$ cat src/rtl/mux_pkg.sv
// Shared definitions for the registered round-robin N:1 mux.
// Mode and output-register state encodings.
package mux_pkg;

  localparam logic MODE_FIXED = 1'b0;
  localparam logic MODE_RR    = 1'b1;

  typedef enum logic {
    ST_EMPTY = 1'b0,
    ST_FULL  = 1'b1
  } state_e;

endpackage

$ cat src/rtl/rr_arbiter.sv
// Combinational round-robin arbiter: rotate requests by ptr,
// pick the lowest set bit, rotate the index back.
module rr_arbiter #(
  parameter  int N    = 8,
  localparam int SELW = $clog2(N)
) (
  input  logic [N-1:0]    req,
  input  logic [SELW-1:0] ptr,
  output logic [SELW-1:0] grant,
  output logic            grant_valid
);

  function automatic int wrapn(input int v);
    return (v >= N) ? v - N : v;
  endfunction

  logic [N-1:0]    rot;
  logic [SELW-1:0] idx;

  always_comb begin
    rot = '0;
    for (int i = 0; i < N; i++) begin
      rot[i] = req[wrapn(i + int'(ptr))];
    end
  end

  always_comb begin
    idx = '0;
    for (int i = N - 1; i >= 0; i--) begin
      if (rot[i]) idx = SELW'(i);
    end
  end

  assign grant_valid = |rot;
  assign grant = SELW'(wrapn(int'(idx) + int'(ptr)));

endmodule

$ cat src/rtl/mux_rr_nx1.sv
// Registered N:1 mux with valid/ready per channel, fixed or
// round-robin selection, and a one-entry output register.
module mux_rr_nx1
  import mux_pkg::*;
#(
  parameter  int WIDTH = 32,
  parameter  int N     = 8,
  localparam int SELW  = $clog2(N)
) (
  input  logic             clk,
  input  logic             reset_n,
  input  logic             mode,
  input  logic [SELW-1:0]  S,
  input  logic [N*WIDTH-1:0] in_data,
  input  logic [N-1:0]     in_valid,
  output logic [N-1:0]     in_ready,
  output logic [WIDTH-1:0] Y,
  output logic             Y_valid,
  output logic [SELW-1:0]  Y_sel,
  input  logic             Y_ready
);

  localparam int PW = 1 << SELW;

  logic [WIDTH-1:0] ch [PW];
  logic [PW-1:0]    vpad;
  logic [SELW-1:0]  arb_grant;
  logic             arb_valid;
  logic             fix_valid;
  logic [SELW-1:0]  grant;
  logic             grant_valid;
  logic             load;

  state_e           state_q;
  logic [WIDTH-1:0] y_q;
  logic [SELW-1:0]  ysel_q;
  logic [SELW-1:0]  ptr_q;
  logic [SELW-1:0]  ptr_d;

  // Pad channels to a power of two so S >= N reads as idle.
  for (genvar i = 0; i < PW; i++) begin : g_ch
    if (i < N) begin : g_real
      assign ch[i] = in_data[i*WIDTH +: WIDTH];
    end else begin : g_pad
      assign ch[i] = '0;
    end
  end

  assign vpad = PW'(in_valid);
  assign fix_valid = vpad[S];

  rr_arbiter #(.N(N)) u_arb (
    .req         (in_valid),
    .ptr         (ptr_q),
    .grant       (arb_grant),
    .grant_valid (arb_valid)
  );

  always_comb begin
    grant       = S;
    grant_valid = fix_valid;
    if (mode == MODE_RR) begin
      grant       = arb_grant;
      grant_valid = arb_valid;
    end
  end

  assign Y_valid = (state_q == ST_FULL);
  assign Y       = y_q;
  assign Y_sel   = ysel_q;

  assign load = reset_n && grant_valid
              && (!Y_valid || Y_ready);

  assign in_ready = load ? (N'(1) << grant) : '0;

  always_comb begin
    ptr_d = ptr_q;
    if (load && mode == MODE_RR) begin
      if (grant == SELW'(N - 1)) ptr_d = '0;
      else ptr_d = grant + SELW'(1);
    end
  end

  always_ff @(posedge clk or negedge reset_n) begin
    if (!reset_n) begin
      state_q <= ST_EMPTY;
      y_q     <= '0;
      ysel_q  <= '0;
      ptr_q   <= '0;
    end else begin
      ptr_q <= ptr_d;
      unique case (state_q)
        ST_EMPTY: begin
          if (load) begin
            y_q     <= ch[grant];
            ysel_q  <= grant;
            state_q <= ST_FULL;
          end
        end
        ST_FULL: begin
          if (load) begin
            y_q    <= ch[grant];
            ysel_q <= grant;
          end else if (Y_ready) begin
            state_q <= ST_EMPTY;
          end
        end
        default: state_q <= ST_EMPTY;
      endcase
    end
  end

endmodule

$ cat config.mk
export PLATFORM = sky130hd
export DESIGN_NAME = mux_rr_nx1
export DESIGN_NICKNAME = d
export VERILOG_FILES = /design/src/rtl/mux_pkg.sv /design/src/rtl/rr_arbiter.sv /design/src/rtl/mux_rr_nx1.sv
export SDC_FILE = /design/constraint.sdc
export NUM_CORES = 1
export LEC_CHECK = 0
export CAP_MARGIN = 15
export CORE_AREA = 2 2 121 123
export DETAILED_ROUTE_END_ITERATION = 10
export DIE_AREA = 0 0 123 125
export PLACE_DENSITY = 0.83
export SKIP_CTS_REPAIR_TIMING = 1
export SYNTH_ARGS = -nofsm -noshare
export SYNTH_HDL_FRONTEND = slang
export SYNTH_SLANG_ARGS = --single-unit
$ cat constraint.sdc
create_clock -name clk -period 12.02 [get_ports clk]
set_clock_uncertainty 0.15 [all_clocks]
set_input_delay 2.404 -clock clk [delete_from_list [all_inputs] [get_ports clk]]
set_output_delay 2.404 -clock clk [all_outputs]
set_load 0.01 [all_outputs]
After elaboration in Yosys (flattened, before gate mapping)
Cells that the tools add are included.
{"block": "word_totals", "reg_bits": 39, "input_bits": 271, "out_inout_bits": 44}
{"block": "op_classes", "addsub": 18, "order_cmp": 19, "n_eq_ne": 1, "shift": 1, "n_mux": 56, "n_bitwise": 2, "reduce_logical": 6}
{"cell": "$mux 32", "n": 11}
{"cell": "$lt 32x5->1 const B", "n": 8}
{"cell": "$ge 32x5->1 const B", "n": 7}
{"cell": "$sub 32x5->32 const B", "n": 7}
{"cell": "$bmux 32 s3", "n": 1}
{"cell": "$mux 3", "n": 12}
{"cell": "$bmux 1 s3", "n": 9}
{"cell": "$mux 1", "n": 21}
{"cell": "$add 3x3->4 const A", "n": 4}
{"cell": "$add 2x3->4 const A", "n": 2}
{"cell": "$ge 4x4->1 const B", "n": 2}
{"cell": "$mux 8", "n": 1}
{"cell": "$reduce_or 8->1", "n": 1}
{"cell": "$shl 1x3->8 const A", "n": 1}
{"cell": "$sub 3x4->5 const B", "n": 1}
{"cell": "$add 1x3->4 const A", "n": 1}
{"cell": "$add 3x3->4", "n": 1}
{"cell": "$ge 3x4->1 const B", "n": 1}
{"cell": "$lt 3x4->1 const B", "n": 1}
{"cell": "$not 3->4", "n": 1}
{"cell": "$add 3x1->3 const B", "n": 1}
{"cell": "$eq 3x3->1 const B", "n": 1}
{"cell": "$logic_and 1x1->1", "n": 3}
{"cell": "$sub 3x1->3 const B", "n": 1}
{"cell": "4 further kinds", "n": 4}

Depth between registers and ports, before layout
Gate-level depths: netlist of run 1.
{"block": "depth", "word_depth": 23, "mapped_depth": 20}

Cells and area by module
A second synthesis of run 1 with hierarchy kept.
{"block": "hier_totals", "cells_unflattened": 705, "hier_area_um2": 4431.8}
{"module": "mux_rr_nx1", "n_inst": 1, "cells_each": 630, "area_each_um2": 3738.6, "seq_area_each_um2": 975.9}
{"module": "rr_arbiter", "n_inst": 1, "cells_each": 75, "area_each_um2": 693.2, "seq_area_each_um2": 0.0}

Worst setup path before layout of run 1
Ideal clock, no wire load.
{"block": "synth_path", "path_kind": "in2out", "from": "input port in_valid[7]", "to": "output port in_ready[0]", "arrival_ns": 5.301, "required_time_ns": 9.466, "setup_slack_ns": 4.165, "path_stages": 16, "cell_sequence": "mux4_2 -> mux2i_1 -> nand2_1 -> nand2_1 -> a21oi_1 -> a21oi_1 -> o22a_1 -> ha_1 -> inv_1 -> fa_1 -> inv_1 -> mux2i_1 -> clkbuf_1 -> clkbuf_1 -> nand3_1 -> nor2_1"}
{"block": "synth_between", "elab_chain_len": 17, "elab_cells_between_ends": 45, "cone_classes": "add/sub: 2; order compare: 1; shift: 1; mux: 38; reduce/logical: 3"}
{"item": "start, declared", "line_no": "mux_rr_nx1.sv:15", "text": "input logic [N-1:0] in_valid,"}
{"item": "$bmux 1 s3", "line_no": "rr_arbiter.sv:23", "text": "rot[i] = req[wrapn(i + int'(ptr))];"}
{"item": "$mux 1 (not written as such) (2 in a row)", "line_no": "rr_arbiter.sv:23"}
{"item": "$mux 3 (8 in a row)", "line_no": "rr_arbiter.sv:30", "text": "if (rot[i]) idx = SELW'(i);"}
{"item": "$add 3x3->4", "line_no": "rr_arbiter.sv:35", "text": "assign grant = SELW'(wrapn(int'(idx) + int'(ptr)));"}
{"item": "$ge 4x4->1 / $sub 3x1->3 (equally long branches)", "line_no": "rr_arbiter.sv:14", "text": "return (v >= N) ? v - N : v;"}
{"item": "$mux 3", "line_no": "rr_arbiter.sv:14"}
{"item": "$mux 3", "line_no": "mux_rr_nx1.sv:62", "text": "if (mode == MODE_RR) begin"}
{"item": "$shl 1x3->8", "line_no": "mux_rr_nx1.sv:75", "text": "assign in_ready = load ? (N'(1) << grant) : '0;"}
{"item": "$mux 8 (*)", "line_no": "mux_rr_nx1.sv:75"}
{"item": "end, declared", "line_no": "mux_rr_nx1.sv:16", "text": "output logic [N-1:0] in_ready,"}
Every way passes the cells marked *; elsewhere a longest branch is shown, timed or not. The select of a mux whose other input is x is not followed.

Worst setup path in the final report of run 1
{"block": "layout_path", "from": "input port in_valid[3]", "to": "output port in_ready[2]"}
The elaborated chain is that of the path after synthesis.

==> results of run 1 <==
-- metrics by stage --
stage	hold WS, ns	total power [mW]	cell area, sq um
2_1_floorplan	0.3806	1.533	5016
3_3_place_gp	0.3264	1.984	8173
3_5_place_dp	0.3464	2.012	8173
4_1_cts	0.3599	2.178	8347
5_1_grt	0.3664	2.338	8362
6_report	0.3562	2.163	8362
-- synth_stat cells (4+ instances only) --
library cell / n
nand2_1: 77
mux4_2: 48
nor2_1: 48
dfrtp_1: 39
nand3_1: 37
a211oi_1: 33
a311oi_1: 32
and2_1: 32
o31ai_1: 32
clkbuf_1: 31
a31oi_2: 30
buf_2: 16
a21oi_1: 7
buf_6: 6
mux2i_1: 5
buf_4: 4
inv_1: 4
o21ai_0: 4
xnor2_1: 4
-- cell usage in the layout (no fill, tap or decap), drive strengths merged, types with 9 or more instances in the layout --
cell and count:
a211oi 35, a311oi 32, and2 35, o31ai 32
nand3 37, buf 11, dfrtp 39, mux4 48
nor2 49, a21oi 9, clkdlybuf4s50 313, nand2 78
a31oi 32
-- final cells by class --
class / instances / area (sq um) / share of cell area
clock buffers: 6 / 138.9 / 0.01661
clock inverters: 2 / 35.03 / 0.004190
inverters: 5 / 18.77 / 0.002245
multi-input cells: 432 / 3742 / 0.4476
flip-flops and latches: 39 / 975.9 / 0.1167
well taps: 184 / 230.2 / 0.02753
repair buffers: 324 / 3221 / 0.3852
-- worst reg2reg max path, delay by kind of cell, from the launching register on --
kind,cells,cell delay [ns]
flops,1,0.71
simple gates,3,0.62
buf+inv,3,0.80
compound gates,5,1.29
mux,3,0.96
fa+ha+maj,2,0.78
-- how the worst max path moves through the flow --
stage                           start     endpoint  slack, ns
after global routing      in_valid[3]  in_ready[2]       2.21
after CTS                 in_valid[3]  in_ready[2]       2.57
final                     in_valid[3]  in_ready[2]       2.53
after floorplan           in_valid[7]  in_ready[0]       4.17
after detailed placement  in_valid[3]  in_ready[2]       2.59
after global placement    in_valid[3]  in_ready[2]       2.72
-- registers in the layout (all words and copies together) (netlist names) --
register / cells
Y_valid: 1
ptr_q: 3
Y: 32
Y_sel: 3
-- routing by layer --
metal	global-route usage	vias to the layer above	part of all wire
met5	0	-	0
met4	0.08489	0	0.032
met3	0.04516	37	0.068
met2	0.4241	252	0.52
met1	0.2892	2636	0.38
li1	-	2624	-
-- where the power goes --
part | total (mW) | internal [mW] | switching (mW)
Sequential | 0.254 | 0.196 | 0.0575
Clock | 0.158 | 0.103 | 0.0544
Combinational | 1.75 | 0.821 | 0.930
Total | 2.16 | 1.12 | 1.04
-- cells by family after synthesis --
group	after synthesis	share of synthesized area
mux	56	0.2345
fa+ha+maj	4	0.01148
compound gates	156	0.2861
simple gates	210	0.1968
xor+xnor	6	0.01048
buf+inv	66	0.06610
flops	39	0.1946
==> impl_metrics.py, run 1 <==
metrics = {
    "cts": {
        "cts_max_path_buffers": 2,
        "cts.sinks": 39,
        "cts_tree": "done",
        "cts_buffers": 5,
        "cts-root-buf": "clkbuf_16",
        "cts_htree_levels": 2,
        "path_clk_slew_ns": 0.06,
        "clk_latency_ns": 0.28,
    },
    "timing": {
        "slew_violations": 0,
        "worstMarginPinSlew_ns": 1.060,
        "hold_viol": 0,
        "worst_slack_ns": 2.530,
        "setup_viol": 0,
        "fin_crit_ns": 9.490,
        "fmax_ghz": 0.1054,
        "max_slew_margin": 0.2932,
        "tns_ns": 0,
        "rsz0062_at_grt": "no",
        "finalCritPeriodShare": 0.7895,
    },
    "critical_path": {
        "path_buf_inv": 3,
        "critPathRequiredTime_ns": 9.47,
        "start_kind": "input pin",
        "critical_path_cell_count": 17,
        "cp.arrival_ns": 6.94,
        "endpoint_kind": "primary output",
        "critPathTopFamily": "compound AO/OA/AOI/OAI gates",
        "max_stage_delay_ns": 0.87,
        "cp_max_fo": 34,
        "timing.rr.end": "Y[7]$_DFFE_PN0P_",
        "crit_top_cell": "nand2_1",
        "regToRegSetupSlack_ns": 6.63,
        "rr_worst_depth": 16,
        "cp_slowest_cell": "a22oi_4",
        "r2r-start": "ptr_q[0]$_DFFE_PN0P_",
        "critical_path_class": "input pin to primary output",
        "cp_cell_sequence": "clkdlybuf4s50_1 > mux4_2 > mux2i_1 > nand2_1 > nand2_1 > a21oi_1 > a21oi_1 > o22a_1 > ha_1 > inv_1 > fa_1 > nor2_1 > nand2_1 > a22oi_4 > nor3_2 > nor3_1 > clkdlybuf4s50_1",
    },
    "global_routing": {
        "grt_pass1_wl_mm": 29.14,
        "antenna_found_initial": 0,
        "grt.overflow.total": 0,
        "grt_pass1_vias": 5477,
        "grt_max_degree": 73,
        "grt_usage": 0.2405,
    },
    "yosys": {
        "synth_edf_count": 0,
        "ys_seq_elements": 39,
        "yosysWarnings": 0,
        "synthCells": 537,
        "netlist.area_leader.share": 0.2155,
        "syn_area_sq_um": 5016,
        "ys_types": 51,
        "synth_ff_type": "dfrtp_1",
        "async_flop_share": 1.000,
        "syn-num-nets": 812,
        "ys_seq_area_frac": 0.1946,
        "avgSynthCellArea_sq_um": 9.341,
        "yosysTopAreaCell": "mux4_2",
        "ys_top_cells_by_area": "mux4_2, dfrtp_1, a31oi_2",
    },
    "die": {
        "die_height_microns": 125,
        "start_util": 0.3532,
        "core_sq_um": 14200,
        "rows": 44,
        "ios": 315,
        "die_x_microns": 123,
        "die_area_sq_um": 15380,
    },
    "run_status": {
        "status": "finished clean",
    },
    "route": {
        "drt_iter0_markers": 426,
        "wl_per_cell_microns": 18.94,
        "firstDrtPassIters": 5,
        "wl_mm": 18.78,
        "via_count": 5549,
        "ant_nets": 0,
        "drc_errors": 0,
        "viasPerCell": 5.594,
    },
    "placed_design": {
        "port_buffers": 314,
        "gp_congestion": 0.8767,
        "hpwlAfterDp_mm": 14.70,
        "dp_cells": 983,
        "dp_slack_ns": 2.586,
    },
    "run": {
        "maxCapViolCount": 0,
    },
    "final_layout": {
        "area_growth_pct": 66.70,
        "nFillCells": 1256,
        "n_antenna_cell": 0,
        "final_core_util": 0.5887,
        "drive_gt1_frac": 0.1498,
        "finish.net_count": 1082,
        "instances_no_fill": 992,
    },
    "pwr": {
        "power_leakage_nw": 2.972,
        "irDropWorstVdd_mv": 0.2330,
        "power_density_nw_per_um2": 258.6,
    },
    "worst_hold_path": {
        "holdPathEnd": "Y_sel[0]$_DFFE_PN0P_",
        "hold_start": "Y_sel[0]$_DFFE_PN0P_",
        "min_path_type": "flip-flop to flip-flop",
        "min_path_cells": 1,
    },
}
Note: power is estimated with default switching activity, not from simulation.
==> inputs of run 2 (changes only) <==
--- a/config.mk
+++ b/config.mk
@@ -6,10 +6,10 @@
 export NUM_CORES = 1
 export LEC_CHECK = 0
 export CAP_MARGIN = 15
-export CORE_AREA = 2 2 121 123
+export CORE_MARGIN = 2
+export CORE_UTILIZATION = 34
 export DETAILED_ROUTE_END_ITERATION = 10
-export DIE_AREA = 0 0 123 125
-export PLACE_DENSITY = 0.83
+export PLACE_DENSITY = 0.82
 export SKIP_CTS_REPAIR_TIMING = 1
 export SYNTH_ARGS = -nofsm -noshare
 export SYNTH_HDL_FRONTEND = slang
==> constraint.sdc (replaced) <==
create_clock -name clk -period 8.3 [get_ports clk]
set_clock_uncertainty 0.15 [all_clocks]
set_input_delay 1.66 -clock clk [delete_from_list [all_inputs] [get_ports clk]]
set_output_delay 1.66 -clock clk [all_outputs]
set_load 0.01 [all_outputs]
==> run 2 against run 1 <==
  * Die area rose by 2.4%
  * Utilization shrank 1.1 points
  * Non-clock buffer count is 3 higher
  * Via count grew 1.2%
  * Clock power increased by 42%
  * Final cell count is 0.30% higher
  * Design area grew 0.10%
  * Sequential cell count unchanged
==> impl_metrics.py, run 2 (same netlist as run 1, synthesis figures left out) <==
metrics = {
    "global_routing": {
        "grt_pass1_vias": 5527,
        "grt_pass1_wl_mm": 29.48,
        "grt_max_degree": 65,
        "grt.overflow.total": 0,
        "antenna_found_initial": 0,
        "grt_usage": 0.2312,
    },
    "critical_path": {
        "critPathRequiredTime_ns": 6.49,
        "start_kind": "input pin",
        "critical_path_class": "input pin to primary output",
        "endpoint_kind": "primary output",
        "cp_max_fo": 15,
        "cp.arrival_ns": 5.78,
    },
    "route": {
        "drt_iter0_markers": 331,
        "via_count": 5616,
        "wl_mm": 18.83,
        "firstDrtPassIters": 4,
        "ant_nets": 0,
        "drc_errors": 0,
        "viasPerCell": 5.644,
        "wl_per_cell_microns": 18.93,
    },
    "timing": {
        "hold_viol": 0,
        "tns_ns": 0,
        "max_slew_margin": 0.2182,
        "fmax_ghz": 0.1318,
        "finalCritPeriodShare": 0.9144,
        "worstMarginPinSlew_ns": 1.173,
        "fin_crit_ns": 7.589,
        "worst_slack_ns": 0.7107,
        "slew_violations": 0,
        "setup_viol": 0,
        "rsz0062_at_grt": "no",
    },
    "final_layout": {
        "final_cell_mix": "clkdlybuf4s50_1, nand2_1, mux4_2",
        "largest_reg_flops": 32,
        "area_growth_pct": 66.87,
        "finish.net_count": 1085,
        "drive_gt1_frac": 0.1517,
        "final_common_cell": "clkdlybuf4s50_1",
        "n_antenna_cell": 0,
        "nFillCells": 1298,
    },
    "cts": {
        "cts.sinks": 39,
        "path_clk_slew_ns": 0.06,
        "clk_latency_ns": 0.28,
        "cts-root-buf": "clkbuf_16",
        "cts_htree_levels": 2,
        "cts_buffers": 5,
        "cts_tree": "done",
        "cts_max_path_buffers": 2,
    },
    "placed_design": {
        "dp_slack_ns": 0.7440,
        "gp_congestion": 0.8618,
        "hpwlAfterDp_mm": 14.92,
        "port_buffers": 314,
    },
    "pwr": {
        "power_leakage_nw": 2.981,
        "seq_power_share": 0.120,
        "p_comb_frac": 0.808,
        "power_switching_mw": 1.506,
        "p_int_mw": 1.612,
        "irDropWorstVdd_mv": 0.2881,
        "power.total_mw": 3.118,
        "power_density_nw_per_um2": 372.5,
        "pwr-share-clk": 0.072,
        "switching_share": 0.4829,
    },
    "die": {
        "rows": 44,
        "die_x_microns": 125.5,
        "die_height_microns": 125.5,
        "ios": 315,
        "die_area_sq_um": 15740,
        "core_sq_um": 14480,
        "start_util": 0.3464,
    },
    "run_status": {
        "status": "finished clean",
    },
    "worst_hold_path": {
        "min_path_type": "flip-flop to flip-flop",
    },
    "run": {
        "maxCapViolCount": 0,
    },
}
==> run 2: cell types whose count changed in the layout (fill, tap and decap cells not counted) <==
cell	delta
a22o_2	-1
a22o_1	+1
buf_8	-1
clkbuf_8	-1
clkinv_4	+1
buf_4	+4
==> run 2: per-stage QoR <==
stage	hold slack (ns)	utilization	cells	area, sq um
global placement	0.3260	0.5665	987	8202
CTS	0.3505	0.5781	995	8371
global route	0.3787	0.5781	995	8371
finish	0.3461	0.5781	995	8371
detailed placement	0.3372	0.5665	987	8202
floorplan	0.3806	-	537	5016
==> run 2: per-layer routing <==
metal | vias to the layer above | wire length [microns] | global-route usage
met3 | 14 | 1094 | 0.04322
met5 | - | 0 | 0
met4 | 0 | 235 | 0.04837
met2 | 232 | 10150 | 0.4273
li1 | 2636 | - | -
met1 | 2734 | 7356 | 0.2787
==> run 2: final cells by class <==
| type | instances | area [sq um] | share of cell area |
|---|---|---|---|
| clock buffers | 5 | 125.1 | 0.01495 |
| clock inverters | 3 | 43.79 | 0.005232 |
| inverters | 5 | 18.77 | 0.002242 |
| multi-input cells | 432 | 3741 | 0.4469 |
| flip-flops and latches | 39 | 975.9 | 0.1166 |
| well taps | 184 | 230.2 | 0.02750 |
| repair buffers | 327 | 3236 | 0.3865 |
==> run 2: power by group through the flow <==
stage / clock network [mW] / logic, mW / registers [mW]
detailed placement: 0 / 2.54 / 0.378
floorplan: 0 / 1.84 / 0.376
CTS: 0.229 / 2.55 / 0.375
finish: 0.224 / 2.52 / 0.375
global route: 0.238 / 2.72 / 0.389
global placement: 0 / 2.51 / 0.370
==> run 2: path summary, 6_finish.rpt <==
path / startpoint / endpoint / slack [ns] / depth (start not counted)
worst max-delay path: in_valid[2] / in_ready[2] / 0.71 / 17
worst min-delay path: Y_sel[0]$_DFFE_PN0P_ / Y_sel[0]$_DFFE_PN0P_ / 0.35 / 1
worst max register to register: ptr_q[0]$_DFFE_PN0P_ / Y[7]$_DFFE_PN0P_ / 2.04 / 17
worst min register to register: Y_sel[0]$_DFFE_PN0P_ / Y_sel[0]$_DFFE_PN0P_ / 0.35 / 1
max in group asynchronous: reset_n / Y[5]$_DFFE_PN0P_ / 6.31 / 2
min in group asynchronous: reset_n / Y[0]$_DFFE_PN0P_ / 1.30 / 2
==> run 2: critical path, cell delays in order <==
cell and delay (ns):
clkdlybuf4s50_1 0.54, mux4_2 0.50, mux2i_1 0.25, nand2_1 0.11, nand2_1 0.08, a21oi_1 0.06
a21oi_1 0.11, o22a_1 0.17, ha_1 0.14, inv_1 0.05, fa_1 0.44, nor2_1 0.12
nand2_1 0.11, a22oi_4 0.49, nor3_2 0.16, nor3_1 0.21, clkdlybuf4s50_1 0.56
==> inputs of run 3 (changes only) <==
--- a/config.mk
+++ b/config.mk
@@ -6,11 +6,13 @@
 export NUM_CORES = 1
 export LEC_CHECK = 0
 export CAP_MARGIN = 15
-export CORE_MARGIN = 2
-export CORE_UTILIZATION = 34
+export CORE_AREA = 2 2 123 125
 export DETAILED_ROUTE_END_ITERATION = 10
-export PLACE_DENSITY = 0.82
+export DIE_AREA = 0 0 125 127
+export DONT_BUFFER_PORTS = 1
+export PLACE_DENSITY = 0.54
 export SKIP_CTS_REPAIR_TIMING = 1
+export SKIP_LAST_GASP = 1
 export SYNTH_ARGS = -nofsm -noshare
 export SYNTH_HDL_FRONTEND = slang
 export SYNTH_SLANG_ARGS = --single-unit
==> run 3 against run 2 <==
  * Sequential power is 17% higher
  * Combinational power is 15% lower
  * Count of clock-buffer cells in the layout is 1 higher
  * Global-route usage is 3.2 points lower
  * Worst hold slack better by 0.059 ns
  * Sequential share of layout area is 6.9 points higher
  * Design area is 37% lower
  * Largest cell class unchanged
  * Clock power is 12% higher
  * Die area is 0.86% higher
  * Critical path depth is 3 lower
==> impl_metrics.py, run 3 (same netlist as run 1, synthesis figures left out) <==
metrics = {
    "placed_design": {
        "placed_area_sq_um": 5056,
        "dp_slack_ns": 1.602,
        "gp_congestion": 0.8167,
        "port_buffers": 0,
        "hpwlAfterDp_mm": 12.96,
        "dp_cells": 672,
    },
    "pwr": {
        "irDropWorstVdd_mv": 0.3005,
        "power_density_nw_per_um2": 536.9,
        "power.total_mw": 2.816,
        "power_leakage_nw": 1.754,
    },
    "timing": {
        "finalCritPeriodShare": 0.8253,
        "fmax_ghz": 0.1460,
        "worstMarginPinSlew_ns": 0.7891,
        "slew_violations": 0,
        "setup_viol": 0,
        "max_slew_margin": 0.4739,
        "fin_crit_ns": 6.850,
        "worst_slack_ns": 1.450,
        "hold_viol": 0,
        "rsz0062_at_grt": "no",
        "whs_ns": 0.4050,
        "tns_ns": 0,
    },
    "route": {
        "via_count": 4399,
        "firstDrtPassIters": 5,
        "wl_mm": 16.64,
        "wl_per_cell_microns": 24.47,
        "ant_nets": 0,
        "drc_errors": 0,
        "drt_iter0_markers": 257,
        "viasPerCell": 6.469,
    },
    "critical_path": {
        "critPathRequiredTime_ns": 6.49,
        "cp.arrival_ns": 5.04,
        "critical_path_class": "flip-flop to primary output",
        "cp_max_fo": 34,
        "start_kind": "flip-flop",
        "endpoint_kind": "primary output",
    },
    "die": {
        "core_sq_um": 14420,
        "start_util": 0.3478,
        "die_area_sq_um": 15880,
        "die_x_microns": 125,
        "ios": 315,
        "rows": 44,
        "die_height_microns": 127,
    },
    "final_layout": {
        "final_cell_mix": "nand2_1, mux4_2, nor2_1",
        "drive_gt1_frac": 0.2419,
        "n_antenna_cell": 0,
        "final_core_util": 0.3636,
        "seqCellArea_sq_um": 975.9,
        "area_growth_pct": 4.565,
        "fin_area_sq_um": 5245,
        "multi_input_area_sq_um": 3741,
        "finish.net_count": 770,
        "instances_no_fill": 680,
        "final_common_cell": "nand2_1",
        "largest_reg_flops": 32,
        "nFillCells": 1484,
    },
    "worst_hold_path": {
        "min_path_type": "flip-flop to flip-flop",
    },
    "cts": {
        "cts_max_path_buffers": 2,
        "path_clk_slew_ns": 0.06,
        "cts.sinks": 39,
        "cts_tree": "done",
        "cts_htree_levels": 2,
        "cts_buffers": 5,
        "cts-root-buf": "clkbuf_16",
        "clk_latency_ns": 0.28,
    },
    "run_status": {
        "status": "finished clean",
    },
    "run": {
        "maxCapViolCount": 0,
    },
    "global_routing": {
        "grt.overflow.total": 0,
        "grt_pass1_wl_mm": 25.38,
        "grt_pass1_vias": 4493,
        "grt_usage": 0.1990,
        "grt_max_degree": 67,
        "antenna_found_initial": 0,
    },
}
==> run 3: per-layer routing <==
metal | vias to the layer above | track usage | routed length (microns)
li1 | 2006 | - | -
met3 | 20 | 0.05151 | 1370
met1 | 2144 | 0.2382 | 6245
met5 | - | 0 | 0
met4 | 0 | 0.04444 | 308
met2 | 229 | 0.3606 | 8712
==> run 3: worst max-delay path, cell delays in order, from the launching register on <==
cell	delay (ns)
dfrtp_1	0.73
inv_1	0.24
ha_1	0.60
mux4_2	0.62
mux2i_1	0.19
and2_1	0.36
nor2_1	0.07
a21oi_1	0.13
o32a_1	0.18
fa_1	0.28
nand3_1	0.18
a211oi_4	0.26
buf_4	0.40
nor3_2	0.14
nor3_1	0.37
==> run 3: final timing paths <==
check,to,slack (ns),startpoint,cells past startpoint
hold reg to reg,Y_sel[0]$_DFFE_PN0P_,0.41,Y_sel[0]$_DFFE_PN0P_,1
min in group asynchronous,Y[0]$_DFFE_PN0P_,0.92,reset_n,0
max in group asynchronous,ptr_q[2]$_DFFE_PN0P_,6.98,reset_n,0
setup / recovery,in_ready[2],1.45,ptr_q[0]$_DFFE_PN0P_,14
setup reg to reg,Y[5]$_DFFE_PN0P_,2.98,ptr_q[0]$_DFFE_PN0P_,16
hold / removal,Y_sel[0]$_DFFE_PN0P_,0.41,Y_sel[0]$_DFFE_PN0P_,1
==> run 3: cell type report <==
cell class / instances / area share
Multi-Input combinational cell: 432 / 0.7133
Sequential cell: 39 / 0.1861
Tap cell: 184 / 0.04389
Clock buffer: 6 / 0.02457
Timing Repair Buffer: 12 / 0.01718
Clock inverter: 2 / 0.01145
Inverter: 5 / 0.003578
==> run 3: power breakdown <==
group	switching, mW	internal, mW
clock	0.0779	0.173
combinational	1.20	0.927
sequential	0.156	0.285
